## src/rtl/spi_frame_master_pkg.sv

```systemverilog
// spi_frame_master_pkg
//   Shared definitions for the SPI frame master: FSM state encoding and the
//   byte layout of the servo board frame, so host code and benches index the
//   frame by name instead of by magic number.
package spi_frame_master_pkg;

    typedef enum logic [2:0] {
        ST_IDLE  = 3'd0,
        ST_SETUP = 3'd1,
        ST_LOW   = 3'd2,
        ST_HIGH  = 3'd3,
        ST_HOLD  = 3'd4,
        ST_GAP   = 3'd5
    } state_t;

    // Servo frame, master -> slave direction
    localparam int PWM0_LO = 0;
    localparam int PWM0_HI = 1;
    localparam int PWM1_LO = 2;
    localparam int PWM1_HI = 3;
    localparam int PWM2_LO = 4;
    localparam int PWM2_HI = 5;
    localparam int PWM3_LO = 6;
    localparam int PWM3_HI = 7;
    localparam int DOUT_LO = 8;
    localparam int DOUT_HI = 9;
    localparam int DOUT_HI_ZPOL_BIT  = 7;
    localparam int DOUT_HI_QTEST_BIT = 5;

    // Servo frame, slave -> master direction (quad words are 4 bytes each)
    localparam int QUAD0 = 0;
    localparam int QUAD1 = 4;
    localparam int QUAD2 = 8;
    localparam int QUAD3 = 12;
    localparam int DIN   = 16;
    localparam int QAB   = 17;

    // Chip select is asserted in every state that belongs to a frame.
    function automatic logic ssel_active(state_t s);
        return (s == ST_SETUP) || (s == ST_LOW) || (s == ST_HIGH) || (s == ST_HOLD);
    endfunction

endpackage

```

## src/rtl/spi_frame_master_half_tick.sv

```systemverilog
// spi_half_tick
//   Down-counter with terminal-count strobe. Loaded with (duration - 1) on
//   entry to a timed phase; last is high on the final cycle of that phase.
//   Used for SCK half-periods and for the SETUP/HOLD/GAP intervals.
// Ports
//   clk       in   system clock
//   reset     in   synchronous active-high reset
//   load      in   load load_val this cycle
//   load_val  in   W  reload value (duration - 1)
//   last      out  count has reached zero
module spi_half_tick #(
    parameter int W = 4
) (
    input  logic         clk,
    input  logic         reset,
    input  logic         load,
    input  logic [W-1:0] load_val,
    output logic         last
);

    logic [W-1:0] cnt;

    always_ff @(posedge clk) begin
        if (reset) begin
            cnt <= '0;
        end else if (load) begin
            cnt <= load_val;
        end else if (cnt != '0) begin
            cnt <= cnt - 1'b1;
        end
    end

    assign last = (cnt == '0);

endmodule

```

## src/rtl/spi_frame_master.sv

```systemverilog
// spi_frame_master
//   SPI mode-0 master running one fixed-length chip-select frame of NBYTES
//   bytes, MSB first. Bytes to send are pulled from the host through
//   tx_idx/tx_load/tx_byte; captured bytes come back on rx_byte/rx_idx/rx_valid.
//   SCK runs continuously across byte boundaries.
// Optional build macro
//   SPI_MASTER_LOOPBACK_EN : adds input `loopback`; when high, capture samples
//                            MOSI through the MISO synchronizer instead of MISO.
// Ports
//   clk       in      system clock
//   reset     in      synchronous active-high reset
//   start     in      frame request, honoured only in IDLE
//   busy      out     frame in progress (includes the idle gap)
//   done      out     1-cycle pulse as SSEL returns high
//   tx_idx    out  6  index of the next byte to load
//   tx_load   out     tx_byte is sampled this cycle
//   tx_byte   in   8  byte to send
//   rx_byte   out  8  captured byte
//   rx_idx    out  6  index of rx_byte
//   rx_valid  out     rx_byte/rx_idx valid
//   SCK       out     SPI clock, idles low
//   MOSI      out     master out
//   MISO      in      master in, asynchronous, 2-flop synchronized
//   loopback  in      (SPI_MASTER_LOOPBACK_EN only) capture from MOSI
//   SSEL      out     active-low chip select
//
// state | meaning
// IDLE  | SSEL high, waiting for start
// SETUP | SSEL low, SCK low, CS_SETUP cycles before first rising edge
// LOW   | SCK low half-period, MOSI holds current bit
// HIGH  | SCK high half-period, MISO sampled on its last cycle
// HOLD  | SCK low, SSEL still low, CS_HOLD cycles after last falling edge
// GAP   | SSEL high for CS_IDLE cycles before the next frame may start
module spi_frame_master
    import spi_frame_master_pkg::*;
#(
    parameter int NBYTES   = 20,
    parameter int CLK_DIV  = 4,
    parameter int CS_SETUP = 4,
    parameter int CS_HOLD  = 4,
    parameter int CS_IDLE  = 8
) (
    input  logic       clk,
    input  logic       reset,
    input  logic       start,
    output logic       busy,
    output logic       done,
    output logic [5:0] tx_idx,
    output logic       tx_load,
    input  logic [7:0] tx_byte,
    output logic [7:0] rx_byte,
    output logic [5:0] rx_idx,
    output logic       rx_valid,
    output logic       SCK,
    output logic       MOSI,
    input  logic       MISO,
`ifdef SPI_MASTER_LOOPBACK_EN
    input  logic       loopback,
`endif
    output logic       SSEL
);

    localparam int MAX_A   = (CLK_DIV > CS_SETUP) ? CLK_DIV : CS_SETUP;
    localparam int MAX_B   = (CS_HOLD > CS_IDLE) ? CS_HOLD : CS_IDLE;
    localparam int MAX_CNT = (MAX_A > MAX_B) ? MAX_A : MAX_B;
    localparam int CNT_W   = (MAX_CNT < 2) ? 1 : $clog2(MAX_CNT);

    state_t           state;
    state_t           state_next;
    logic             last;
    logic             cnt_load;
    logic [CNT_W-1:0] cnt_load_val;
    logic             tx_load_c;
    logic             more_bytes;
    logic [2:0]       bit_cnt;
    logic [6:0]       tx_sr;
    logic [6:0]       rx_sr;
    logic             cap_in;
    logic             cap_m;
    logic             cap_s;

`ifdef SPI_MASTER_LOOPBACK_EN
    assign cap_in = loopback ? MOSI : MISO;
`else
    assign cap_in = MISO;
`endif

    // tx_idx already points past the byte in flight; with NBYTES = 64 the
    // truncated compare value is 0, which matches the wrapped index.
    assign more_bytes = (tx_idx != 6'(NBYTES));

    always_ff @(posedge clk) begin
        if (reset) begin
            state <= ST_IDLE;
        end else begin
            state <= state_next;
        end
    end

    always_comb begin
        state_next = state;
        tx_load_c  = 1'b0;
        case (state)
            ST_IDLE:  if (start) state_next = ST_SETUP;
            ST_SETUP: if (last) begin
                          state_next = ST_LOW;
                          tx_load_c  = 1'b1;
                      end
            ST_LOW:   if (last) state_next = ST_HIGH;
            ST_HIGH:  if (last) begin
                          if (bit_cnt != 3'd7) begin
                              state_next = ST_LOW;
                          end else if (more_bytes) begin
                              state_next = ST_LOW;
                              tx_load_c  = 1'b1;
                          end else begin
                              state_next = ST_HOLD;
                          end
                      end
            ST_HOLD:  if (last) state_next = ST_GAP;
            ST_GAP:   if (last) state_next = ST_IDLE;
            default:  state_next = ST_IDLE;
        endcase
    end

    assign tx_load  = tx_load_c;
    assign cnt_load = (state_next != state);

    always_comb begin
        cnt_load_val = '0;
        case (state_next)
            ST_SETUP:        cnt_load_val = CNT_W'(CS_SETUP - 1);
            ST_LOW, ST_HIGH: cnt_load_val = CNT_W'(CLK_DIV - 1);
            ST_HOLD:         cnt_load_val = CNT_W'(CS_HOLD - 1);
            ST_GAP:          cnt_load_val = CNT_W'(CS_IDLE - 1);
            default:         cnt_load_val = '0;
        endcase
    end

    spi_half_tick #(.W(CNT_W)) u_tick (
        .clk      (clk),
        .reset    (reset),
        .load     (cnt_load),
        .load_val (cnt_load_val),
        .last     (last)
    );

    always_ff @(posedge clk) begin
        if (reset) begin
            cap_m <= 1'b0;
            cap_s <= 1'b0;
        end else begin
            cap_m <= cap_in;
            cap_s <= cap_m;
        end
    end

    // Pins and status are registered from the next state so they change on
    // the same edge as the state and never glitch.
    always_ff @(posedge clk) begin
        if (reset) begin
            SCK      <= 1'b0;
            MOSI     <= 1'b0;
            SSEL     <= 1'b1;
            busy     <= 1'b0;
            done     <= 1'b0;
            rx_valid <= 1'b0;
            tx_idx   <= '0;
            rx_idx   <= '0;
            rx_byte  <= '0;
            tx_sr    <= '0;
            rx_sr    <= '0;
            bit_cnt  <= '0;
        end else begin
            SCK      <= (state_next == ST_HIGH);
            SSEL     <= !ssel_active(state_next);
            busy     <= (state_next != ST_IDLE);
            done     <= (state == ST_HOLD) && last;
            rx_valid <= 1'b0;

            if ((state == ST_IDLE) && start) begin
                tx_idx  <= '0;
                rx_idx  <= '0;
                bit_cnt <= '0;
            end

            if (tx_load_c) begin
                tx_sr   <= tx_byte[6:0];
                MOSI    <= tx_byte[7];
                tx_idx  <= tx_idx + 6'd1;
                bit_cnt <= '0;
            end

            // Capture on the last HIGH cycle to absorb the slave's SCK
            // synchronizer delay before it updates MISO.
            if ((state == ST_HIGH) && last) begin
                rx_sr <= {rx_sr[5:0], cap_s};
                if (bit_cnt != 3'd7) begin
                    tx_sr   <= {tx_sr[5:0], 1'b0};
                    MOSI    <= tx_sr[6];
                    bit_cnt <= bit_cnt + 3'd1;
                end else begin
                    rx_byte  <= {rx_sr, cap_s};
                    rx_valid <= 1'b1;
                    rx_idx   <= tx_idx - 6'd1;
                end
            end
        end
    end

endmodule

```

## config.mk

```make
export PLATFORM = sky130hd
export DESIGN_NAME = spi_frame_master
export DESIGN_NICKNAME = d
export VERILOG_FILES = /design/src/rtl/spi_frame_master_pkg.sv /design/src/rtl/spi_frame_master_half_tick.sv /design/src/rtl/spi_frame_master.sv
export SDC_FILE = /design/constraint.sdc
export NUM_CORES = 1
export LEC_CHECK = 0
export BUFFER_PORTS_ARGS = -buffer_cell sky130_fd_sc_hd__buf_2
export CAP_MARGIN = 25
export CELL_PAD_IN_SITES_DETAIL_PLACEMENT = 0
export CELL_PAD_IN_SITES_GLOBAL_PLACEMENT = 1
export CORE_ASPECT_RATIO = 1.1
export CORE_MARGIN = 2
export CORE_UTILIZATION = 40
export CTS_CLUSTER_DIAMETER = 100
export CTS_CLUSTER_SIZE = 12
export DETAILED_ROUTE_END_ITERATION = 8
export PLACE_DENSITY = 0.78
export SYNTH_ARGS = -nofsm -noshare
export SYNTH_HDL_FRONTEND = slang
export SYNTH_SLANG_ARGS = --single-unit
export TNS_END_PERCENT = 1
```

## constraint.sdc

```tcl
create_clock -name clk -period 4.79 [get_ports clk]
set_input_delay 0.479 -clock clk [delete_from_list [all_inputs] [get_ports clk]]
set_output_delay 0.479 -clock clk [all_outputs]
set_load 0.005 [all_outputs]
```

=== Word-level counts from Yosys, hierarchy flattened ===
Cells that the tools add are included.

* Input port bits: 12
* Word-level logic and storage cells: 84
* Bits in registers: 51

* Reductions and logical operators: 16
* $add $sub $neg: 4
* Multiplexer cells: 33
* Bitwise operators: 2
* Eq/ne operators: 13

{| class="wikitable"
|+ Operators with widths
! cell !! number
|-
| 3-bit 2-to-1 mux || 14
|-
| 6-bit 2-to-1 mux || 5
|-
| 7-bit 2-to-1 mux || 3
|-
| 3-bit one-hot mux with 6 select lines || 1
|-
| 3-bit by 2-bit == test with 1-bit output (second input constant) || 4
|-
| 3-bit == test (second input constant) || 4
|-
| 1-bit 2-to-1 mux || 8
|-
| 6-bit by 1-bit adder with 6-bit output (second input constant) || 1
|-
| 3-bit by 1-bit == test with 1-bit output (second input constant) || 2
|-
| 3-bit logical NOT || 2
|-
| 6-bit by 5-bit != test with 1-bit output (second input constant) || 1
|-
| 3-bit one-hot mux with 2 select lines || 1
|-
| 3-bit nonzero test || 2
|-
| 6-bit by 1-bit subtractor with 6-bit output (second input constant) || 1
|-
| 2-bit nonzero test || 2
|-
| 4-bit OR reduction || 1
|-
| 3-bit by 1-bit adder with 3-bit output (second input constant) || 1
|-
| 1-bit logical AND || 3
|-
| 1-bit logical OR || 3
|-
| 3-bit != test || 1
|-
| 3-bit != test (second input constant) || 1
|-
| 3-bit by 1-bit subtractor with 3-bit output (second input constant) || 1
|-
| 1-bit inverter || 2
|-
| 1-bit one-hot mux with 2 select lines || 1
|-
| 3 further kinds || 3
|}

=== Depth between registers and ports, before layout ===
* Depth in word-level cells: 10
* Gate-level depth with buffers: 8
* Depth with buffers taken out: 7

=== Modules after synthesis ===
Synthesis repeated with hierarchy kept, for this count alone.

* Cells, all modules: 269
* Area total of the unflattened synthesis: 2,447.3 µm²

{| class="wikitable"
|+ By module, submodules not included
! module !! cells an instance !! instances !! area each (µm²)
|-
| spi_frame_master || 247 || 1 || 2,240.9
|-
| spi_half_tick || 22 || 1 || 206.4
|}

=== Worst setup path before layout ===
No wires, ideal clock.

* Path kind: flip-flop to flip-flop
* From: register tx_idx[0]
* To: register tx_idx[5]
* Data required time: 4.720 ns
* Cell stages (with the launch flop): 8
* Path buffers: 1
* Period minus slack after synthesis: 1.938 ns
* Setup slack: 2.852 ns
* Data arrival time: 1.867 ns
* Cells stage by stage: dfxtp_1 inv_1 ha_1 and2_1 a211o_1 buf_6 or4_1 a21oi_1

* Longest elaborated chain between the ends: 6
* Elaborated cells on any way between the ends: 8
* Those cells by class: 1 x add/sub; 1 x eq/ne; 5 x mux; 1 x reduce/logical

{| class="wikitable"
|+ RTL lines
! what !! RTL line !! RTL
|-
| start, declared || spi_frame_master.sv:48 || <nowiki>output logic [5:0] tx_idx,</nowiki>
|-
| start signal, assigned || spi_frame_master.sv:190 || <nowiki>tx_idx <= tx_idx + 6'd1;</nowiki>
|-
| 6-bit by 5-bit != test with 1-bit output || spi_frame_master.sv:90 || <nowiki>assign more_bytes = (tx_idx != 6'(NBYTES));</nowiki>
|-
| 1-bit 2-to-1 mux || spi_frame_master.sv:113 || <nowiki>end else if (more_bytes) begin</nowiki>
|-
| 1-bit 2-to-1 mux || spi_frame_master.sv:111 || <nowiki>if (bit_cnt != 3'd7) begin</nowiki>
|-
| 1-bit 2-to-1 mux || spi_frame_master.sv:110 || <nowiki>ST_HIGH: if (last) begin</nowiki>
|-
| 1-bit one-hot mux with 2 select lines || spi_frame_master.sv:103 || <nowiki>case (state)</nowiki>
|-
| 6-bit 2-to-1 mux or 2-bit nonzero test (tied branches) || n/a ||
|}

Several ways; a longest one is shown, not always the timed one.
A chain may end at the register's enable or synchronous reset.

=== Worst setup path after layout ===
* From: register bit_cnt[0]
* To: output port tx_load

* Longest elaborated chain between the ends: 4

{| class="wikitable"
|+ RTL lines
! what !! RTL line !! RTL
|-
| start, declared || spi_frame_master.sv:75 || <nowiki>logic [2:0] bit_cnt;</nowiki>
|-
| start signal, assigned || spi_frame_master.sv:201 || <nowiki>bit_cnt <= bit_cnt + 3'd1;</nowiki>
|-
| 3-bit != test || spi_frame_master.sv:111 ||
|-
| 1-bit 2-to-1 mux || spi_frame_master.sv:111 ||
|-
| 1-bit 2-to-1 mux || spi_frame_master.sv:110 ||
|-
| 1-bit one-hot mux with 2 select lines || spi_frame_master.sv:103 ||
|-
| end, declared || spi_frame_master.sv:49 || <nowiki>output logic tx_load,</nowiki>
|}

Every way passes these cells.

==> impl_metrics.tcl <==
set metrics [dict create \
    run_status "completed" \
    drive_gt1_share_pct 20.83 \
    postCtsHoldBufs 0 \
    synth_flop_cell "dfxtp_1" \
    min_path_type "primary input to flip-flop" \
    vdd_drop_max_uv 146.4 \
    maxSlewViolCount 0 \
    postCtsSetupBuffers 0 \
    fin_crit_ns 2.892 \
    synth.area.top_cells "dfxtp_1 45%, mux2i_1 11%, nor2_1 4.0%, ha_1 3.9%, o2bb2ai_1 3.1%" \
    slew_headroom_pct 49.63 \
    antenna_cells 0 \
    dr.max_layer_used "met4" \
    cts_resized 0 \
    synth_top_area_share_pct 45.46 \
    start_kind "flip-flop" \
    rsz0062_at_grt "no" \
    die_y_um 82.59 \
    synth_area_um2 2246 \
    min_path_cells 3 \
    cts_tree "yes" \
    io_buffers 38 \
    num_vias 1687 \
    wl_um 4273 \
    worst_slack_ns 1.898 \
    synth_edf_count 0 \
    wire_per_inst_um 12.60 \
    p_leak_nw 1.161 \
    track_usage_pct 14.48 \
    finalSetupTns_ns 0 \
    tightest_slew_ns 0.7556 \
    syn-mean-instance-area_um2 9.639 \
    max_clock_freq_ghz 0.3458 \
    path_clk_slew_ns 0.10 \
    rows 28 \
    pre_cts_ws_ns 2.048 \
    dieArea_um2 6231 \
    final_nets 282 \
    wl_met1_um 2097 \
    total_power_w 0.001081 \
    routed-wl-met3_um 145 \
    grt_pass1_wl_um 6927 \
    place_congestion 0.7058 \
    clock_path_buffers 2 \
    antenna_found_initial 0 \
    r2r_cells 7 \
    cts_num_sinks 51 \
    htreeDepth 2 \
    finClkSkew_ns 0.007181 \
    dr_wl_met2_um 1960 \
    grt_max_degree 43 \
    area_delta_synth_final_pct 14.09 \
    cp-end-kind "output port" \
    synth_top_cell_by_area "dfxtp_1" \
    core_um2 5395 \
    clock_latency_ns 0.31 \
    cts_root_buf "clkbuf_8" \
    regToRegStartpoint "bit_cnt[0]" \
    initial_core_util_pct 41.63 \
    synth_seq_cells 51 \
    post-route-period-util_pct 60.37 \
    drv_cap 0 \
    yosys_warnings 0 \
    setup_viol 0 \
    syn-num-nets 252 \
    drt_pass1_iterations 4 \
    critPathRequiredTime_ns 4.31 \
    postSynthCellCount 233 \
    r2r_setup_slack_ns 2.26 \
    drtIter0Drc 138 \
    arrival_ns 2.41 \
    grt_pass1_vias 1480 \
    hold_viol 0 \
    chipWidth_um 75.45 \
    detail-route-antenna-nets 0 \
    synth-seq-area-share_pct 45.46 \
    power.density_nw_per_um2 421.9 \
    grt_overflow 0 \
    criticalPathCategory "flip-flop to output port" \
    r2r_end "bit_cnt[0]" \
    synth.distinct_cells 46 \
    min-delay-start "tx_byte[0]" \
    hpwl_um 2851 \
    crit_fanout 14 \
    synth-async-reset-ratio_pct 0 \
    cts_buffers 5 \
    drc_errors 0 \
    ioPinCount 39 \
    hold_path_end "tx_sr[0]" \
    viasPerCell 4.976 \
]
critical path, stage by stage (launching register included):
cell and delay (ns):
dfxtp_1 0.33, ha_1 0.20, ha_1 0.21, nor2b_1 0.20
a211o_1 0.33, clkinv_1 0.53, buf_2 0.31
report_power, final:
part           internal (W)  switching (W)
registers          0.000464      0.0000398
clock network      0.000108       0.000153
logic              0.000135       0.000181
total              0.000707       0.000374
worst max-delay path by stage:
stage | to | start | slack (ns)
6_report | tx_load | bit_cnt[0] | 1.90
3_3_place_gp | rx_idx[4] | u_tick.cnt[0] | 2.08
3_5_place_dp | rx_idx[4] | u_tick.cnt[0] | 2.05
2_1_floorplan | tx_idx[5] | tx_idx[0] | 2.85
4_1_cts | tx_load | bit_cnt[0] | 1.89
5_1_grt | tx_load | bit_cnt[0] | 1.73
per-stage QoR:
| step | area [um^2] | util, % | hold WS [ns] | std cells |
|---|---|---|---|---|
| after floorplan | 2246 | - | 0.4138 | 233 |
| after global placement | 2450 | 45.41 | 0.4188 | 330 |
| after detailed placement | 2450 | 45.41 | 0.4220 | 330 |
| after CTS | 2547 | 47.22 | 0.3933 | 338 |
| after global routing | 2562 | 47.50 | 0.4034 | 339 |
| final | 2562 | 47.50 | 0.3966 | 339 |
cells in the mapped netlist, drive strengths merged (2+ instances only):
cell type	instances
dfxtp	51
mux2i	25
nor2	24
nand2	13
nand3	12
a21oi	11
clkbuf	10
o2bb2ai	8
ha	7
nor2b	7
buf	6
nor3	5
inv	4
mux2	4
nand2b	3
xnor2	3
xor2	3
a211o	2
a211oi	2
a22o	2
and2	2
nand4	2
nor3b	2
nor4	2
o21ai	2
o21bai	2
or3	2
metal layers:
| metal | GRT usage (%) | vias up |
|---|---|---|
| met2 | 22.26 | 28 |
| met3 | 3.398 | 8 |
| met4 | 5.789 | 0 |
| met5 | 0 | - |
| li1 | - | 882 |
| met1 | 19.46 | 769 |
cell families (layout without fill, tap and decap cells):
kind of cell             count (synthesis)  after routing  share of synthesized area [%]
AO/OA/AOI/OAI                           37             37                          11.76
XOR/XNOR                                 6              6                          2.340
adder cells (fa/ha/maj)                  7              7                          3.900
buffers and inverters                   21             52                          4.401
flip-flops                              51             51                          45.46
multiplexers                            29             29                          13.15
AND/OR/NAND/NOR                         82             82                          19.00
cell type report:
cell class                      instances  area, um^2
Fill cell                             535        2833
Inverter                                5       18.77
Multi-Input combinational cell        161        1126
Clock inverter                          3       28.78
Tap cell                               75       93.84
Timing Repair Buffer                   39       205.2
Sequential cell                        51        1021
Clock buffer                            5       68.82
cells in the final DEF, fill, tap and decap left out, types with 2 or more instances in the layout:
cell / Yosys / final
a211o_1: 2 / 2
a211oi_1: 2 / 2
a21oi_1: 11 / 11
a22o_1: 2 / 2
and2_1: 2 / 2
buf_2: 4 / 38
clkbuf_8: 0 / 5
clkinv_4: 0 / 2
dfxtp_1: 51 / 51
ha_1: 7 / 7
inv_1: 4 / 4
mux2_2: 4 / 4
mux2i_1: 25 / 25
nand2_1: 13 / 13
nand2b_1: 3 / 3
nand3_1: 12 / 12
nand4_1: 2 / 2
nor2_1: 24 / 24
nor2b_1: 7 / 7
nor3_1: 5 / 5
nor3b_1: 2 / 2
nor4_1: 2 / 2
o21ai_0: 2 / 2
o21bai_1: 2 / 2
o2bb2ai_1: 8 / 8
xnor2_1: 3 / 3
xor2_1: 3 / 3
registers in the layout, indices dropped and copies added (netlist names):
register / cells
rx_byte: 8
rx_sr: 7
tx_sr: 7
rx_idx: 6
tx_idx: 6
bit_cnt: 3
state: 3
u_tick.cnt: 3
MOSI: 1
SCK: 1
SSEL: 1
busy: 1
cap_m: 1
cap_s: 1
done: 1
rx_valid: 1
Power figures use the tool's default switching activity.
